File: config.mk
export PLATFORM = sky130hd
export DESIGN_NAME = act_pipeline
export DESIGN_NICKNAME = d
export VERILOG_FILES = /design/src/rtl/act_pkg.sv /design/src/rtl/act_lane.sv /design/src/rtl/act_pipeline.sv
export SDC_FILE = /design/constraint.sdc
export NUM_CORES = 1
export LEC_CHECK = 0
export CAP_MARGIN = 0
export CORE_MARGIN = 4
export CORE_UTILIZATION = 50
export CTS_BUF_LIST = sky130_fd_sc_hd__clkbuf_16
export DETAILED_ROUTE_END_ITERATION = 7
export MAX_ROUTING_LAYER = met4
export PLACE_DENSITY_LB_ADDON = 0.15
export SYNTH_ARGS = -nofsm -noshare
export SYNTH_HDL_FRONTEND = slang
export SYNTH_SLANG_ARGS = --single-unit
File: constraint.sdc
create_clock -name i_clk -period 2.5 [get_ports i_clk]
set_input_delay 0.5 -clock i_clk [delete_from_list [all_inputs] [get_ports i_clk]]
set_output_delay 0.5 -clock i_clk [all_outputs]
set_load 0.01 [all_outputs]
File: src/rtl/act_pkg.sv
// act_pkg: shared mode encoding and fixed-point helpers for the activation pipeline.
// Revision: 1.0
`default_nettype none

package act_pkg;

  typedef enum logic [1:0] {
    ACT_BYPASS = 2'd0,
    ACT_RELU   = 2'd1,
    ACT_CLIP   = 2'd2,
    ACT_LEAKY  = 2'd3
  } act_mode_e;

  function automatic logic [31:0] fixed_one(input int unsigned frac_width);
    return 32'd1 << frac_width;
  endfunction

endpackage

`default_nettype wire

File: src/rtl/act_lane.sv
// act_lane: combinational per-lane activation (bypass, ReLU, clipped ReLU, leaky ReLU).
// Revision: 1.0
`default_nettype none

module act_lane
  import act_pkg::*;
#(
  parameter int DATA_WIDTH = 32,
  parameter int LEAK_SHIFT = 3
) (
  input  logic signed [DATA_WIDTH-1:0] x,
  input  logic signed [DATA_WIDTH-1:0] max_val,
  input  act_mode_e                    mode,
  output logic signed [DATA_WIDTH-1:0] y,
  output logic                         clip,
  output logic                         cfg_err
);

  logic x_neg;
  logic m_neg;
  logic at_ceiling;

  assign x_neg = x[DATA_WIDTH-1];
  assign m_neg = max_val[DATA_WIDTH-1];
  // Both operands are known non-negative where this is used, so magnitude bits suffice.
  assign at_ceiling = (x[DATA_WIDTH-2:0] >= max_val[DATA_WIDTH-2:0]);

  always_comb begin
    y       = x;
    clip    = 1'b0;
    cfg_err = 1'b0;
    unique case (mode)
      ACT_BYPASS: y = x;
      ACT_RELU: begin
        if (x_neg) y = '0;
      end
      ACT_CLIP, ACT_LEAKY: begin
        cfg_err = m_neg;
        if (x_neg) begin
          if (mode == ACT_LEAKY) y = x >>> LEAK_SHIFT;
          else                   y = '0;
        end else if (m_neg) begin
          y = '0;
        end else if (at_ceiling) begin
          y    = max_val;
          clip = 1'b1;
        end
      end
      default: y = x;
    endcase
  end

endmodule

`default_nettype wire

File: src/rtl/act_pipeline.sv
// act_pipeline: two-stage valid/ready multi-lane activation with clip statistics.
// Revision: 1.0
`default_nettype none

module act_pipeline
  import act_pkg::*;
#(
  parameter int DATA_WIDTH     = 32,
  parameter int FRACTION_WIDTH = 15,
  parameter int LANES          = 4,
  parameter int LEAK_SHIFT     = 3,
  parameter int CNT_WIDTH      = 16
) (
  input  logic                        i_clk,
  input  logic                        i_rst_n,
  input  logic                        i_valid,
  output logic                        o_ready,
  input  logic [LANES*DATA_WIDTH-1:0] i_data,
  input  logic [1:0]                  i_mode,
  input  logic [DATA_WIDTH-1:0]       i_max_relu,
  output logic                        o_valid,
  input  logic                        i_ready,
  output logic [LANES*DATA_WIDTH-1:0] o_data,
  output logic                        o_cfg_err,
  input  logic                        i_clr_stats,
  output logic [CNT_WIDTH-1:0]        o_clip_count
);

  localparam int POP_W = $clog2(LANES + 1);
  localparam int SUM_W = CNT_WIDTH + 1;

  if (FRACTION_WIDTH >= DATA_WIDTH - 1 || fixed_one(FRACTION_WIDTH) == 32'd0) begin : g_frac_check
    $error("FRACTION_WIDTH leaves no integer bits");
  end

  logic [LANES*DATA_WIDTH-1:0] lane_y;
  logic [LANES-1:0]            lane_clip;
  logic [LANES-1:0]            lane_err;
  logic [POP_W-1:0]            clip_pop;

  logic                        s1_valid;
  logic [LANES*DATA_WIDTH-1:0] s1_data;
  logic [POP_W-1:0]            s1_pop;

  logic                        s1_load;
  logic                        s2_load;
  logic                        accept;
  logic [SUM_W-1:0]            cnt_sum;

  for (genvar g = 0; g < LANES; g++) begin : g_lane
    act_lane #(
      .DATA_WIDTH (DATA_WIDTH),
      .LEAK_SHIFT (LEAK_SHIFT)
    ) u_lane (
      .x       (i_data[g*DATA_WIDTH +: DATA_WIDTH]),
      .max_val (i_max_relu),
      .mode    (act_mode_e'(i_mode)),
      .y       (lane_y[g*DATA_WIDTH +: DATA_WIDTH]),
      .clip    (lane_clip[g]),
      .cfg_err (lane_err[g])
    );
  end

  always_comb begin
    clip_pop = '0;
    for (int i = 0; i < LANES; i++) begin
      clip_pop = clip_pop + POP_W'(lane_clip[i]);
    end
  end

  assign s2_load = !o_valid || i_ready;
  assign s1_load = !s1_valid || s2_load;
  assign o_ready = s1_load;
  assign accept  = i_valid && o_ready;
  assign cnt_sum = {1'b0, o_clip_count} + SUM_W'(s1_pop);

  always_ff @(posedge i_clk or negedge i_rst_n) begin
    if (!i_rst_n) begin
      s1_valid <= 1'b0;
      s1_data  <= '0;
      s1_pop   <= '0;
    end else if (s1_load) begin
      s1_valid <= accept;
      if (accept) begin
        s1_data <= lane_y;
        s1_pop  <= clip_pop;
      end
    end
  end

  always_ff @(posedge i_clk or negedge i_rst_n) begin
    if (!i_rst_n) begin
      o_valid <= 1'b0;
      o_data  <= '0;
    end else if (s2_load) begin
      o_valid <= s1_valid;
      if (s1_valid) o_data <= s1_data;
    end
  end

  // Clip events are credited when a beat leaves stage 1; errors when a beat is accepted.
  always_ff @(posedge i_clk or negedge i_rst_n) begin
    if (!i_rst_n) begin
      o_cfg_err    <= 1'b0;
      o_clip_count <= '0;
    end else if (i_clr_stats) begin
      o_cfg_err    <= 1'b0;
      o_clip_count <= '0;
    end else begin
      if (accept && |lane_err) o_cfg_err <= 1'b1;
      if (s2_load && s1_valid) begin
        o_clip_count <= cnt_sum[CNT_WIDTH] ? '1 : cnt_sum[CNT_WIDTH-1:0];
      end
    end
  end

endmodule

`default_nettype wire

==> After elaboration in Yosys (flattened, before gate mapping) <==
Index checks and enable logic that the tools add are counted.
{ "word_totals": {"reg_bits": 278, "wordCells": 77} }
{ "classes": {"add_sub_neg": 4, "magnitude_cmp": 4, "eq_ne": 3, "mux": 46, "n_reduce_logical": 13} }
{ "ops": {"columns": ["cell", "count"], "rows": [
  ["2-to-1 mux 32 bit", 12],
  ["one-hot mux 32 bit (3 select lines)", 4],
  ["2-to-1 mux 31 bit", 8],
  ["greater-or-equal comparator 31 bit", 4],
  ["2-to-1 mux 16 bit", 3],
  ["2-to-1 mux 1 bit", 19],
  ["adder 16 x 3 -> 17 bit", 1],
  ["equality test 2 bit, second input constant", 2],
  ["AND reduction 2 bit", 2],
  ["nonzero test 2 bit", 2],
  ["adder 2 x 1 -> 3 bit", 1],
  ["adder 3 x 1 -> 3 bit", 1],
  ["logical AND 1 bit", 3],
  ["adder 1 x 1 -> 2 bit", 1],
  ["equality test 2 x 1 -> 1 bit, second input constant", 1],
  ["logical NOT 1 bit", 2],
  ["logical NOT 2 bit", 1],
  ["logical OR 1 bit", 2],
  ["OR reduction 2 bit", 1]
]} }

==> Longest topological paths before layout <==
{ "depth": {"ltp_word": 8, "mapped_depth": 14} }

==> Cells and area by module <==
From an unflattened synthesis, not the netlist that was laid out.
{ "unflattened": {"hier_cells": 2265, "area_unflattened_um2": 19253.5} }
{ "modules_own_cells": {"columns": ["mod", "n_inst", "cells_each", "area_per_inst_um2"], "rows": [
  ["act_pipeline", 1, 949, 10769.1],
  ["act_lane (g_lane[1].u_lane ...)", 3, 329, 2117.0],
  ["act_lane (g_lane[0].u_lane)", 1, 329, 2133.3]
]} }

==> Least setup slack after synthesis <==
Ideal clock, no wire load.
{ "synth_path": {"path_kind": "input port to flip-flop", "from": "input i_max_relu[18]", "to": "register s1_pop[1]", "setup_time_ns": 0.125, "arrival_ns": 3.375, "required_ns": 2.375, "setup_slack_ns": -1.000, "path_stages": 14, "n_path_buf": 1, "cell_sequence": "inv_1 -> ha_1 -> nand4_1 -> nor4_2 -> o211ai_1 -> o2111ai_1 -> a21boi_4 -> buf_2 -> nand3_1 -> fa_1 -> inv_1 -> ha_1 -> ha_1 -> mux2_2"} }
{ "synth_between": {"elab_chain_len": 8, "word_cells_on_any_way": 23, "cone_classes": "add/sub: 3; order compare: 4; mux: 16"} }
{ "synth_rtl": {"columns": ["element", "line_no", "source"], "rows": [
  ["start: declaration", "act_pipeline.sv:20", "input logic [DATA_WIDTH-1:0] i_max_relu,"],
  ["greater-or-equal comparator 31 bit", "act_lane.sv:26", "assign at_ceiling = (x[DATA_WIDTH-2:0] >= max_val[DATA_WIDTH-2:0]);"],
  ["2-to-1 mux 1 bit", "act_lane.sv:44", "end else if (at_ceiling) begin"],
  ["2-to-1 mux 1 bit", "act_lane.sv:42", "end else if (m_neg) begin"],
  ["2-to-1 mux 1 bit", "act_lane.sv:39", "if (x_neg) begin"],
  ["2-to-1 mux 1 bit", "act_lane.sv:32", "unique case (mode)"],
  ["adder 1 x 1 -> 2 bit", "act_pipeline.sv:67", "clip_pop = clip_pop + POP_W'(lane_clip[i]);"],
  ["adder 2 x 1 -> 3 bit", "act_pipeline.sv:67", null],
  ["adder 3 x 1 -> 3 bit *", "act_pipeline.sv:67", null],
  ["net clip_pop[1]", "act_pipeline.sv:39", "logic [POP_W-1:0] clip_pop;"],
  ["end signal: assignment", "act_pipeline.sv:86", "s1_pop <= clip_pop;"],
  ["end: declaration", "act_pipeline.sv:43", "logic [POP_W-1:0] s1_pop;"]
]} }
The timed path passes the listed nets; every way through them passes the cells marked *.
A chain may end at the register's enable or synchronous reset.

==> Worst setup path in the final report <==
Ends and elaborated chain as after synthesis.

==> results.cfg <==
[sta]
rsz0062_at_grt = true
fin_worst_skew_ns = 0.0161
hold_violations = 0
setup_viol = 11
slew_headroom_pct = 45.4
slew_viol_final = 0
fin_ws_ns = -0.644
fmax_mhz = 318
finalCritPeriodShare_pct = 126
timing.hold.ws_ns = 0.308
worstMarginPinSlew_ns = 0.818
min_period_ns = 3.14

[final_layout]
drive_above_1_share_pct = 21.7
syn2layout_area_growth_pct = 47.6
finish.instance_area_um2 = 26200
fillers = 2540
nNetsFinal = 3110

[global_route]
grt.total_usage_pct = 41.0
grt_pass1_vias = 20500
overflow = 0
grt_pass1_wl_um = 120000
antenna_found_initial = 2
grt_max_degree = 69

[logic_synthesis]
synth_edf_count = 0
ys_warn_count = 0
ys_ff_latch = 278
netlist_area_um2 = 17800
synth.top_cells.by_area = dfrtp_1, nand2_1, ha_1, a21oi_1, a221oi_1
synth_top_area_share_pct = 39.1
netlist_instances = 2273
synthDistinctLibCells = 55
yosysMostFrequentCell = nand2_1
synthArstFlopShare_pct = 100
syn_nets = 2571
synth_ff_type = dfrtp_1
avgSynthCellArea_um2 = 7.82
yosysSeqAreaShare_pct = 39.1
synth_top_area_cell = dfrtp_1
synth.top_cells.by_count = nand2_1, a21oi_1, dfrtp_1, ha_1, clkbuf_1

[routing]
postRouteAntennaNets = 0
drt_iter0_markers = 2534
routed_wl_um = 81300
vias_per_cell = 6.33
dr.pass1.iters = 8
drc = 13
vias = 20900
wire_per_inst_um = 24.7

[clock_network]
clk_latency_ns = 0.54
clkTransAtPathRegs_ns = 0.06
cts_num_sinks = 278
numCtsBuffers = 34
clk_path_buf_depth = 3
cts_tree = built
htreeDepth = 2
cts_root_buffer = clkbuf_16

[run_status]
failed_checks = DRC, setup timing
status = finished, violations left

[die]
io_pins = 314
start_util_pct = 51.1
dieHeight_um = 197
die_width_um = 197
die_area_um2 = 38600
std_cell_rows = 68
core_area_um2 = 34800

[run]
drv_cap = 0

[worst_setup_path]
crit_path_start_kind = input pin
reg2reg_depth = 11
path_max_fanout = 3
crit_start = i_max_relu[18]
worst_ep_required_time_ns = 2.92
crit_path_end_kind = flip-flop
critical_path.endpoint = s1_pop[1]
timing.rr.end = o_clip_count[14]
worstPathArrival_ns = 3.56
reg2reg_from = s1_pop[0]
critPathKind = input pin to flip-flop
reg2reg_slack_ns = 0.14

[pwr]
p_total_mw = 16.0
p_leak_nw = 12.3
p_per_area_nw_per_um2 = 610
max-vdd-ir-drop_v = 0.000733

[placement]
pre_cts_ws_ns = -1.59
place.gp.congestion = 1.02
dpl-instance-area_um2 = 23700
portBuffers = 313
post-dp-hpwl_um = 55900

[min_path]
worstHoldPathType = input pin to flip-flop
[what timing repair did]
| action | 4_1_cts | 5_1_grt |
|---|---|---|
| endpoints found under the setup margin | 127 | 112 |
| cloned | 3 | 8 |
| setup buffers | 47 | 13 |
| hold endpoints to repair | 53 | 0 |
| pin swaps | 82 | 32 |
| hold buffers | 1 | 0 |
| resized for setup | 415 | 68 |
[layout by cell type, fill, tap and decap left out, types with 16 or more instances in the layout]
| master | netlist | layout |
|---|---|---|
| nor3_2 | 0 | 27 |
| clkbuf_16 | 0 | 43 |
| a31oi_1 | 94 | 94 |
| nor2_1 | 124 | 120 |
| ha_1 | 129 | 85 |
| nand3b_1 | 29 | 29 |
| nand3_1 | 52 | 50 |
| buf_4 | 0 | 289 |
| ha_4 | 0 | 43 |
| clkdlybuf4s15_2 | 0 | 29 |
| o21ai_1 | 34 | 43 |
| nand2b_1 | 89 | 87 |
| buf_6 | 3 | 24 |
| o21ai_0 | 62 | 46 |
| dlymetal6s2s_1 | 0 | 16 |
| inv_1 | 45 | 22 |
| buf_12 | 0 | 36 |
| inv_2 | 0 | 20 |
| dfrtp_1 | 278 | 278 |
| dlygate4sd2_1 | 0 | 33 |
| a21oi_1 | 305 | 301 |
| clkdlybuf4s50_1 | 0 | 198 |
| a221oi_1 | 83 | 81 |
| nand2_1 | 625 | 618 |
[per-stage QoR]
stage | setup TNS (ns) | utilization (%) | cells
3_5_place_dp | -116.84 | 68.0 | 3189
5_1_grt | -6.73 | 75.4 | 3293
3_3_place_gp | -109.57 | 68.0 | 3189
6_report | -1.85 | 75.4 | 3294
2_1_floorplan | -2.47 | - | 2273
4_1_cts | -3.45 | 74.1 | 3279
[layer usage]
metal  vias to the layer above  track usage (%)  wire length (um)
met5                         -                -                 0
met4                         0             23.7              6240
met3                       418             10.0              9450
met2                      1473             61.3             35500
met1                      9878             50.8             30000
li1                       9087                -                 -
[kinds of logic (layout without fill, tap and decap cells)]
group	count (synthesis)	after routing	synth area share (%)
xor gates and xnor gates	2	2	0.0985
other	0	3	0
AOI/OAI and AO/OA	643	643	21.9
muxes	5	5	0.303
adders and majority gates	131	131	9.30
and+or+nand+nor	1005	1005	24.6
buffers and inverters	209	772	4.66
DFF	278	278	39.1
[area by class of cell]
type                    count  area, um^2  area share (%)
clock inverters            23         179           0.682
repair buffers            667        6460            24.6
well taps                 455         569            2.17
diodes                      3        7.51          0.0286
inverters                  45         200           0.763
flip-flops and latches    278        6960            26.5
multi-input cells        1786       10900            41.7
clock buffers              37         926            3.53
[state kept, by name, summed over array words and instances (netlist names)]
register	flops
o_cfg_err	1
s1_data	128
o_data	128
o_valid	1
s1_valid	1
s1_pop	3
o_clip_count	16
[worst min-delay path by stage]
stage / depth (start not counted) / to / startpoint
global route: 3 / s1_data[19] / i_data[19]
CTS: 3 / s1_data[17] / i_data[17]
floorplan: 0 / o_cfg_err / i_rst_n
detailed placement: 2 / o_data[126] / o_data[126]
finish: 3 / s1_data[17] / i_data[17]
global placement: 2 / o_data[44] / s1_data[44]
[worst max-delay path, stage by stage]
cell	delay, ns
buf_8	0.08
clkinvlp_4	0.10
buf_6	0.15
buf_4	0.14
ha_4	0.23
a21oi_2	0.16
o21ai_2	0.08
a221o_1	0.34
a211oi_2	0.26
a21boi_2	0.25
nand3b_1	0.14
fa_1	0.44
inv_2	0.10
ha_4	0.14
ha_4	0.19
mux2_4	0.26
[where the power goes]
part | internal [mW] | switching [mW]
registers | 5.25 | 0.508
logic | 2.45 | 2.82
clock network | 2.96 | 2.04
Note: power is estimated with default switching activity, not from simulation.
